`src/rtl/pair_issuer.sv`:
```
// pair_issuer: operand source and result sink for the two-stage
// max/abs-diff pipeline.
//
// A host loads up to DEPTH operand pairs into a small FIFO while the block
// is idle. A start pulse streams the buffered pairs, one per clock, onto
// out1/out2 (the pipeline's in1/in2). A tag for each issued pair travels
// through a PIPE_LAT+1 deep shift register so that the pipeline's ans is
// captured exactly when it belongs to a real pair. Each capture is reported
// as res_data/res_idx with a one-cycle res_valid strobe. After the last
// result, done pulses for one cycle and the block returns to idle.
//
// Ports:
//   clk, rst              clock, synchronous active-high reset
//   load_valid/ready      host handshake for one {load_a, load_b} pair
//   load_a, load_b        operands, WIDTH bits each
//   start                 pulse that begins issuing the buffered batch
//   out1, out2            registered operands to the pipeline
//   ans_in                pipeline result
//   res_valid/data/idx    tagged result stream (idx = batch position)
//   busy                  high while issuing or draining
//   done                  one-cycle pulse after the last result of a batch
//   count                 number of pairs currently buffered

module pair_issuer #(
    parameter int WIDTH    = 8,
    parameter int DEPTH    = 4,
    parameter int PIPE_LAT = 2,
    localparam int AW      = $clog2(DEPTH)
) (
    input  logic             clk,
    input  logic             rst,
    input  logic             load_valid,
    output logic             load_ready,
    input  logic [WIDTH-1:0] load_a,
    input  logic [WIDTH-1:0] load_b,
    input  logic             start,
    output logic [WIDTH-1:0] out1,
    output logic [WIDTH-1:0] out2,
    input  logic [WIDTH-1:0] ans_in,
    output logic             res_valid,
    output logic [WIDTH-1:0] res_data,
    output logic [AW-1:0]    res_idx,
    output logic             busy,
    output logic             done,
    output logic [AW:0]      count
);

    localparam logic [AW:0]       DEPTH_CNT = (AW+1)'(DEPTH);
    localparam logic [AW:0]       CNT_ONE   = (AW+1)'(1);
    localparam logic [AW:0]       CNT_ZERO  = (AW+1)'(0);
    localparam logic [AW-1:0]     PTR_ONE   = AW'(1);
    localparam logic [AW-1:0]     PTR_ZERO  = AW'(0);
    localparam logic [PIPE_LAT:0] TAGS_NONE = {(PIPE_LAT+1){1'b0}};

    typedef enum logic [1:0] {
        ST_IDLE  = 2'd0,
        ST_ISSUE = 2'd1,
        ST_DRAIN = 2'd2,
        ST_DONE  = 2'd3
    } state_t;

    state_t            state_r;
    logic [WIDTH-1:0]  mem_a_r [DEPTH];
    logic [WIDTH-1:0]  mem_b_r [DEPTH];
    logic [AW-1:0]     wr_ptr_r;
    logic [AW-1:0]     rd_ptr_r;
    logic [AW-1:0]     idx_r;
    logic [PIPE_LAT:0] tag_valid_r;
    logic [AW-1:0]     tag_idx_r [PIPE_LAT+1];

    logic push_s;
    logic issue_s;
    logic tags_empty_s;

    // Handshake, issue enable and status decode from the current state.
    always_comb begin
        load_ready   = (state_r == ST_IDLE) && (count < DEPTH_CNT);
        push_s       = load_valid && load_ready;
        issue_s      = (state_r == ST_ISSUE) && (count != CNT_ZERO);
        busy         = (state_r == ST_ISSUE) || (state_r == ST_DRAIN);
        tags_empty_s = (tag_valid_r == TAGS_NONE);
    end

    // Operand storage; contents are only meaningful between the pointers.
    always_ff @(posedge clk) begin
        if (push_s) begin
            mem_a_r[wr_ptr_r] <= load_a;
            mem_b_r[wr_ptr_r] <= load_b;
        end
    end

    // FIFO pointers, issue registers, tag pipe, result capture and FSM.
    always_ff @(posedge clk) begin
        if (rst) begin
            state_r     <= ST_IDLE;
            wr_ptr_r    <= PTR_ZERO;
            rd_ptr_r    <= PTR_ZERO;
            idx_r       <= PTR_ZERO;
            count       <= CNT_ZERO;
            out1        <= {WIDTH{1'b0}};
            out2        <= {WIDTH{1'b0}};
            tag_valid_r <= TAGS_NONE;
            for (int i = 0; i <= PIPE_LAT; i++) begin
                tag_idx_r[i] <= PTR_ZERO;
            end
            res_valid   <= 1'b0;
            res_data    <= {WIDTH{1'b0}};
            res_idx     <= PTR_ZERO;
            done        <= 1'b0;
        end else begin
            // Pushes only happen in IDLE and pops only in ISSUE, so the
            // count never sees both in one cycle.
            if (push_s) begin
                wr_ptr_r <= wr_ptr_r + PTR_ONE;
                count    <= count + CNT_ONE;
            end
            if (issue_s) begin
                out1     <= mem_a_r[rd_ptr_r];
                out2     <= mem_b_r[rd_ptr_r];
                rd_ptr_r <= rd_ptr_r + PTR_ONE;
                count    <= count - CNT_ONE;
                idx_r    <= idx_r + PTR_ONE;
            end

            // Stage 0 of the tag pipe lines up with out1/out2; the last
            // stage lines up with the edge on which ans_in is valid.
            tag_valid_r[0] <= issue_s;
            tag_idx_r[0]   <= idx_r;
            for (int i = PIPE_LAT; i > 0; i--) begin
                tag_valid_r[i] <= tag_valid_r[i-1];
                tag_idx_r[i]   <= tag_idx_r[i-1];
            end

            res_valid <= tag_valid_r[PIPE_LAT];
            if (tag_valid_r[PIPE_LAT]) begin
                res_data <= ans_in;
                res_idx  <= tag_idx_r[PIPE_LAT];
            end

            done <= 1'b0;
            case (state_r)
                ST_IDLE: begin
                    // A push in the same cycle counts towards the batch.
                    if (start && ((count != CNT_ZERO) || push_s)) begin
                        state_r <= ST_ISSUE;
                        idx_r   <= PTR_ZERO;
                    end
                end
                ST_ISSUE: begin
                    if (count == CNT_ONE) begin
                        state_r <= ST_DRAIN;
                    end
                end
                ST_DRAIN: begin
                    // Empty tag pipe means the last result has been captured.
                    if (tags_empty_s) begin
                        state_r <= ST_DONE;
                        done    <= 1'b1;
                    end
                end
                ST_DONE: begin
                    state_r <= ST_IDLE;
                end
                default: begin
                    state_r <= ST_IDLE;
                end
            endcase
        end
    end

endmodule

```
`config.mk`:
```
export PLATFORM = sky130hd
export DESIGN_NAME = pair_issuer
export DESIGN_NICKNAME = d
export VERILOG_FILES = /design/src/rtl/pair_issuer.sv
export SDC_FILE = /design/constraint.sdc
export NUM_CORES = 1
export LEC_CHECK = 0
export ABC_AREA = 0
export CORE_MARGIN = 2
export CORE_UTILIZATION = 48
export DETAILED_ROUTE_END_ITERATION = 10
export PLACE_DENSITY = 0.74
export SYNTH_ARGS = -nofsm -noshare
export SYNTH_HDL_FRONTEND = slang
export SYNTH_SLANG_ARGS = --single-unit
```
`constraint.sdc`:
```
create_clock -name clk -period 1.9 [get_ports clk]
set_clock_uncertainty 0.15 [all_clocks]
set_input_delay 0.19 -clock clk [delete_from_list [all_inputs] [get_ports clk]]
set_output_delay 0.19 -clock clk [all_outputs]
set_load 0.005 [all_outputs]
```
* After elaboration in Yosys (flattened, before gate mapping)
Memory sizes are Yosys's and may differ from the RTL's. A register that Yosys moved wholly into a read port is not among the register bits.
Cells that the tools add are included.
** Cells by class
- Reductions and logical operators :: 12
- Bitwise operators :: 4
- Order comparisons :: 1
- $add $sub $neg :: 5
- Divide/modulo/power cells :: 0
- Equality and inequality tests :: 7
- Shift-type cells :: 0
- Multiply operators :: 0
- Mux-type cells :: 18
** Operators by type and width (count)
- $mux 2 :: 9
- $pmux 2 s4 :: 1
- $add 2x1->2 const B :: 3
- $mux 1 :: 6
- $mux 3 :: 2
- $eq 2x2->1 const B :: 2
- $logic_and 1x1->1 :: 4
- $ne 2x1->1 const B :: 2
- $add 3x1->3 const B :: 1
- $eq 3x1->1 const B :: 1
- $logic_not 3->1 :: 1
- $lt 3x3->1 const B :: 1
- $or 1x1->1 :: 3
- $reduce_and 3->1 :: 1
- $reduce_bool 3->1 :: 1
- $sub 3x1->3 const B :: 1
- $eq 2x1->1 const B :: 1
- $logic_not 2->1 :: 1
- $logic_or 1x1->1 :: 2
- $ne 2x2->1 const B :: 1
- $reduce_bool 2->1 :: 1
- $reduce_or 2->1 :: 1
- $not 1->1 :: 1
** Word-level totals
- Bits in read-only memories :: 0
- Bits in latches :: 0
- Memories :: 3
- RAM bits :: 70
- Output and inout port bits :: 33
- Word-level logic and storage cells :: 59
- Register bits :: 24
** Memories
- mem_a_r :: words 4, width 8, read ports 1, clocked after memory_dff 1, wr ports 1, line 63 : logic [WIDTH-1:0] mem_a_r [DEPTH];
- mem_b_r :: words 4, width 8, read ports 1, clocked after memory_dff 1, wr ports 1, line 64 : logic [WIDTH-1:0] mem_b_r [DEPTH];
- tag_idx_r :: words 3, width 2, read ports 3, clocked after memory_dff 1, wr ports 3, line 69 : logic [AW-1:0] tag_idx_r [PIPE_LAT+1];

* Logic depth before layout (Yosys ltp)
Gate-level depths: netlist of the first run.
- Depth in word-level cells :: 7
- Gate-level depth with buffers :: 8
- Gate-level depth less buffers :: 6

* Worst setup path before layout of the first run
OpenSTA, ideal clock, no wires.
- Path kind :: register to register
- Start :: register state_r[0]
- End :: memory mem_a_r[0][0], enable pin
- Stages on the path, launching flop included :: 6
- Library setup time :: 374 ps
- Arrival :: 1462 ps
- Data required time :: 1376 ps
- Clock period less this slack :: 1986 ps
- Path slack :: -86 ps
- Cell sequence :: dfxtp_1 -> inv_1 -> ha_1 -> and3b_1 -> clkbuf_1 -> and2_1
** On the way
- Cells in the longest elaborated chain, start to end :: 5
** Ends and longest elaborated chain
- start: declaration :: line 62 : state_t state_r;
- start signal: assignment :: line 95 : state_r <= ST_IDLE;
- start signal: assignment :: line 145 : state_r <= ST_ISSUE;
- start signal: assignment :: line 151 : state_r <= ST_DRAIN;
- $logic_not 2->1 :: line 77 : load_ready = (state_r == ST_IDLE) && (count < DEPTH_CNT);
- $logic_and 1x1->1 :: line 77
- $logic_and 1x1->1 :: line 78 : push_s = load_valid && load_ready;
- $mux 1 :: line 86 : if (push_s) begin
- $mux 1 (implied by the code) :: line 87 : mem_a_r[wr_ptr_r] <= load_a;
- end: declaration :: line 63
No other way between the ends.

* Worst setup path in the final report of the first run
- Start :: register state_r[0]
- End :: register state_r[0]
** On the way
- Cells in the longest elaborated chain, start to end :: 7
- Elaborated cells between the ends (all ways) :: 13
- Those cells by class :: 6 x eq/ne; 1 x mux; 6 x reduce/logical
** Ends and longest elaborated chain
- $logic_not 2->1 :: line 77, 141
- $logic_and 1x1->1 :: line 77
- $logic_and 1x1->1 :: line 78
- $logic_or 1x1->1 :: line 144 : if (start && ((count != CNT_ZERO) || push_s)) begin
- $logic_and 1x1->1 :: line 144
- $ne 2x1->1 (no line)
- $reduce_and 3->1 (no line)
Parallel ways exist; a longest one is shown, timed or not.
A chain may end at the register's enable or synchronous reset.

==> flow_summary.json, run 1 <==
{
  "yosysUniqueCellTypes": 30,
  "vias": 2383,
  "grt.total_usage": 0.153,
  "seq_area_frac_synth": 0.690,
  "hold_buffers": 0,
  "yosys-top-cells-area": "edfxtp_1 46%, dfxtp_1 23%, mux4_2 8.6%, ha_1 3.6%, nand2_1 3.1%",
  "crit_family": "compound AO/OA/AOI/OAI gates",
  "drt_iter0_markers": 121,
  "power_leakage_uw": 0.00177,
  "drc_errors": 0,
  "wl_um": 7010,
  "internal_power_uw": 4430,
  "crit_type": "reg2reg",
  "power_frac_comb": 0.299,
  "die_h_um": 97.3,
  "port-buffer-count": 60,
  "maxCapViolations": 0,
  "fin_crit_ns": 1.78,
  "place_inst": 455,
  "synth_fp_nets": 327,
  "maxSlewHeadroom": 0.766,
  "grt_pass1_vias": 2315,
  "status": "finished clean",
  "period_share": 0.937,
  "antenna_found_initial": 0,
  "crit_required_ns": 2.02,
  "max_freq_mhz": 562,
  "clockBufferDepth": 2,
  "ys.warnings.count": 0,
  "wire_per_inst_um": 14.8,
  "arrival_ns": 1.90,
  "yosysTopAreaCellShare": 0.460,
  "slowest_stage": "or3_1",
  "via_per_inst": 5.04,
  "finalWorstSetupSlack_ns": 0.120,
  "ys_ff_latch": 112,
  "cp_cell_sequence": "inv_2 > buf_4 > ha_1 > a22o_1 > or3_1 > a21oi_1",
  "insertion_delay_ns": 0.35,
  "dpl.hpwl_um": 4730,
  "io_pins": 61,
  "worst_path_largest_cell_delay_ns": 0.39,
  "seqPwrFrac": 0.504,
  "die_x_um": 97.3,
  "fin_setup_tns_ns": 0,
  "setup_violations": 0,
  "final_cells": 473,
  "diodes": 0,
  "grt.overflow.total": 0,
  "drive_above_1_share": 0.156,
  "cts_tree": "built",
  "grt_pass1_wl_um": 11400,
  "worstMarginPinSlew_ns": 0.350,
  "power_density_nw_per_um2": 1180,
  "cts_made_buffers": 9,
  "switchingPower_uw": 1740,
  "ff2ff_setup_slack_ns": 0.12,
  "rows": 34,
  "cts_sinks": 112,
  "synth_area_sq_um": 4180,
  "hp-class": "in2reg",
  "pre_cts_ws_ns": 0.148,
  "layout_common_cells": "64 x edfxtp_1, 57 x clkdlybuf4s50_1, 46 x dfxtp_1",
  "die_area_sq_um": 9460,
  "grt_start_max_net_pins": 21,
  "cts-root-buf": "clkbuf_8",
  "clockPowerShare": 0.197,
  "clkTransAtPathRegs_ns": 0.10,
  "core_area_sq_um": 8590,
  "layout.nets": 400,
  "worst-path-buf-inv": 2,
  "area_growth_pct": 25.1,
  "rsz0062_at_grt": "false",
  "sw_frac_of_total": 0.282,
  "final_common_cell": "edfxtp_1",
  "syn_area_per_cell_sq_um": 14.6,
  "firstDrtPassIters": 5,
  "critPathMaxFanout": 4,
  "max-vdd-ir-drop_mv": 0.559,
  "start_kind": "flip-flop",
  "yosysTopAreaCell": "edfxtp_1",
  "synthCells": 287,
  "maxSlewViolCount": 0,
  "place.gp.congestion": 0.767,
  "antenna_left": 0,
  "initial_core_util": 0.486,
  "worstSetupEndpointType": "flip-flop",
  "htreeDepth": 3,
  "hold_viol_final": 0
}
[per-stage QoR]
stage / hold slack, ns / instance area, sq um / power [uW] / utilization
CTS: 0.0709 / 5210 / 6230 / 0.606
finish: 0.0689 / 5230 / 6170 / 0.608
floorplan: 0.139 / 4180 / 4190 / -
global route: 0.0687 / 5230 / 6550 / 0.608
detailed placement: 0.280 / 5020 / 4980 / 0.584
global placement: 0.268 / 5020 / 4940 / 0.584
[worst paths after layout]
path | start | end | depth (start not counted)
setup / recovery | state_r[0] | state_r[0] | 6
hold / removal | rst | res_data[2] | 2
setup reg to reg | state_r[0] | state_r[0] | 6
hold reg to reg | tag_idx_r[1][0] | tag_idx_r[2][0] | 1
[power by group through the flow]
| stage | clock (uW) | sequential (uW) | combinational, uW |
|---|---|---|---|
| CTS | 1240 | 3120 | 1870 |
| global placement | 0 | 3150 | 1790 |
| global route | 1350 | 3150 | 2050 |
| floorplan | 0 | 3130 | 1060 |
| finish | 1210 | 3110 | 1850 |
| detailed placement | 0 | 3160 | 1810 |
[registers in the layout, indices dropped and copies added (netlist names), 2 cells and up]
register and cells:
mem_a_r 32, mem_b_r 32, out1 8, out2 8
res_data 8, tag_idx_r 6, count 3, tag_valid_r 3
idx_r 2, rd_ptr_r 2, res_idx 2, state_r 2
wr_ptr_r 2
[layer usage]
metal	GRT usage	wire length, um	share of wire	vias to the layer above
met2	0.254	3450	0.49	58
met1	0.200	3210	0.46	1152
met3	0.0403	265	0.038	8
li1	-	-	-	1165
met5	0	0	0	-
met4	0.0438	87	0.012	0
[cells in the mapped netlist, drive strengths merged]
cell type  number
edfxtp         64
dfxtp          48
nand2          34
a21oi          20
nor2           18
mux4           16
ha             12
mux2i          10
nor2b          10
buf             8
and2            7
clkbuf          7
inv             6
xnor2           5
nand2b          3
nand3           3
a31oi           2
o21ai           2
or3             2
or3b            2
a211oi          1
a21boi          1
a22o            1
a311oi          1
and3            1
and3b           1
nor3b           1
xor2            1
[area by class of cell]
| class | instances | area, sq um |
|---|---|---|
| clock buffers | 10 | 128 |
| clock inverters | 6 | 36.3 |
| fillers | 665 | 3370 |
| inverters | 6 | 22.5 |
| multi-input cells | 154 | 1230 |
| flip-flops and latches | 112 | 2890 |
| well taps | 108 | 135 |
| repair buffers | 77 | 791 |
[cell families (layout without fill, tap and decap cells)]
logic type                 count (synthesis)  in the layout  share of synthesized area
DFF                                      112            112                      0.690
and+or+nand+nor                           82             82                     0.0929
AOI/OAI and AO/OA                         28             28                     0.0372
muxes                                     26             26                      0.110
buffers and inverters                     21             99                     0.0210
adders and majority gates                 12             12                     0.0359
xor gates and xnor gates                   6              6                     0.0126
[timing repair]
action                     4_1_cts  5_1_grt
setup buffers                    1        1
setup endpoints to repair        2        4
gates resized for setup          6        3
(Power assumes the default switching activity.)
==> run 2: changes to the inputs <==
HOLD_SLACK_MARGIN = 0.1   (was not set)
REMOVE_ABC_BUFFERS = 1   (was not set)
==> flow_summary.json, run 2 (synthesis results as in run 1) <==
{
  "drc_errors": 0,
  "worst-path-buf-inv": 1,
  "grt.overflow.total": 0,
  "worst_hold_slack_ns": 0.114,
  "initial_core_util": 0.486,
  "io_pins": 61,
  "wl_um": 7160,
  "maxSlewViolCount": 0,
  "crit_required_ns": 2.00,
  "crit_family": "simple AND/OR/NAND/NOR gates",
  "die_h_um": 97.3,
  "crit_type": "reg2reg",
  "design_area_sq_um": 5240,
  "slowest_stage": "or3b_1",
  "dpl.hpwl_um": 4810,
  "cts_made_buffers": 9,
  "layout.nets": 397,
  "drt_iter0_markers": 117,
  "clockBufferDepth": 2,
  "cp_cell_sequence": "inv_1 > ha_1 > or3b_1 > a21boi_1 > or3b_1 > a21oi_1",
  "htreeDepth": 3,
  "drive_above_1_share": 0.149,
  "maxSlewHeadroom": 0.670,
  "power_density_nw_per_um2": 1200,
  "start_kind": "flip-flop",
  "rows": 34,
  "cts_tree": "built",
  "antenna_found_initial": 0,
  "place.gp.congestion": 0.756,
  "place_inst": 452,
  "status": "finished clean",
  "place_area_sq_um": 5020,
  "maxCapViolations": 0,
  "worstSetupEndpointType": "flip-flop",
  "die_area_sq_um": 9460,
  "max_freq_mhz": 562,
  "worst_path_largest_cell_delay_ns": 0.37,
  "hold_buffers": 0,
  "arrival_ns": 1.88,
  "final_common_cell": "edfxtp_1",
  "insertion_delay_ns": 0.37,
  "hold_viol_final": 0,
  "final_cells": 470,
  "clkTransAtPathRegs_ns": 0.11,
  "antenna_left": 0,
  "reg.largest.list": "mem_a_r: 32 flops, mem_b_r: 32 flops",
  "period_share": 0.937,
  "grt_pass1_wl_um": 11600,
  "hp-class": "in2reg",
  "max-vdd-ir-drop_mv": 0.524,
  "grt_start_max_net_pins": 25,
  "diodes": 0,
  "firstDrtPassIters": 5,
  "port-buffer-count": 60,
  "critPathMaxFanout": 4,
  "vias": 2398,
  "cts-root-buf": "clkbuf_8",
  "grt_pass1_vias": 2462,
  "fin_crit_ns": 1.78,
  "cp_common_cell": "or3b_1",
  "die_x_um": 97.3,
  "layout_common_cells": "64 x edfxtp_1, 57 x clkdlybuf4s50_1, 46 x dfxtp_1",
  "wire_per_inst_um": 15.2,
  "rsz0062_at_grt": "false",
  "setup_violations": 0,
  "worstMarginPinSlew_ns": 0.495,
  "area_growth_pct": 25.5,
  "fillCellCount": 656,
  "power_leakage_uw": 0.00176,
  "cts_sinks": 112,
  "via_per_inst": 5.10,
  "core_area_sq_um": 8590,
  "grt.total_usage": 0.158
}
## run 2: cell count changes in the layout (fill, tap and decap cells not counted), sizes merged
| cell | previous run | this run |
|---|---|---|
| bufinv | 0 | 1 |
| clkinv | 4 | 2 |
| inv | 6 | 8 |
| dlygate4sd2 | 0 | 2 |
| buf | 18 | 15 |
| dlymetal6s2s | 2 | 0 |
| clkbuf | 10 | 9 |
## run 2: what timing repair did
action                                  4_1_cts  5_1_grt
endpoints found under the setup margin        7       40
resized for setup                             8        1
buffers inserted                              2        0
endpoints found under the hold margin         0        0
pin swaps                                     1        0
## run 2: worst paths after layout
check / slack, ns / cells after the start / end / from
setup / recovery: 0.12 / 6 / state_r[1] / count[0]
hold / removal: 0.11 / 2 / count[0] / rst
setup reg to reg: 0.12 / 6 / state_r[1] / count[0]
hold reg to reg: 0.30 / 1 / tag_idx_r[2][0] / tag_idx_r[1][0]
## run 2: power by group
part,switching (uW),total (uW),internal [uW]
clock network,775,1400,620
logic,848,1800,956
registers,146,3110,2960
## run 2: area by class of cell
class	count	area (sq um)	share of cell area
Inverter	6	22.5	0.00430
Tap cell	108	135	0.0258
Clock inverter	7	77.6	0.0148
Timing Repair Buffer	74	786	0.150
Clock buffer	9	124	0.0236
Multi-Input combinational cell	154	1210	0.231
Sequential cell	112	2890	0.550
## run 2: layer usage
| metal | routed length (um) | part of all wire | vias to the layer above | GRT usage |
|---|---|---|---|---|
| li1 | - | - | 1164 | - |
| met2 | 3580 | 0.50 | 68 | 0.270 |
| met4 | 136 | 0.019 | 0 | 0.0694 |
| met5 | 0 | 0 | - | 0 |
| met3 | 375 | 0.052 | 14 | 0.0331 |
| met1 | 3080 | 0.43 | 1152 | 0.196 |
## run 2: per-stage QoR
| step | util | setup WS, ns | TNS, ns | total power (uW) |
|---|---|---|---|---|
| after global placement | 0.584 | 0.0325 | 0 | 4910 |
| after CTS | 0.610 | 0.0692 | 0 | 6400 |
| after global routing | 0.610 | 0.0363 | 0 | 6670 |
| after detailed placement | 0.584 | -0.00795 | -0.119 | 4980 |
| after floorplan | - | 0.0134 | 0 | 4130 |
| final | 0.610 | 0.119 | 0 | 6310 |
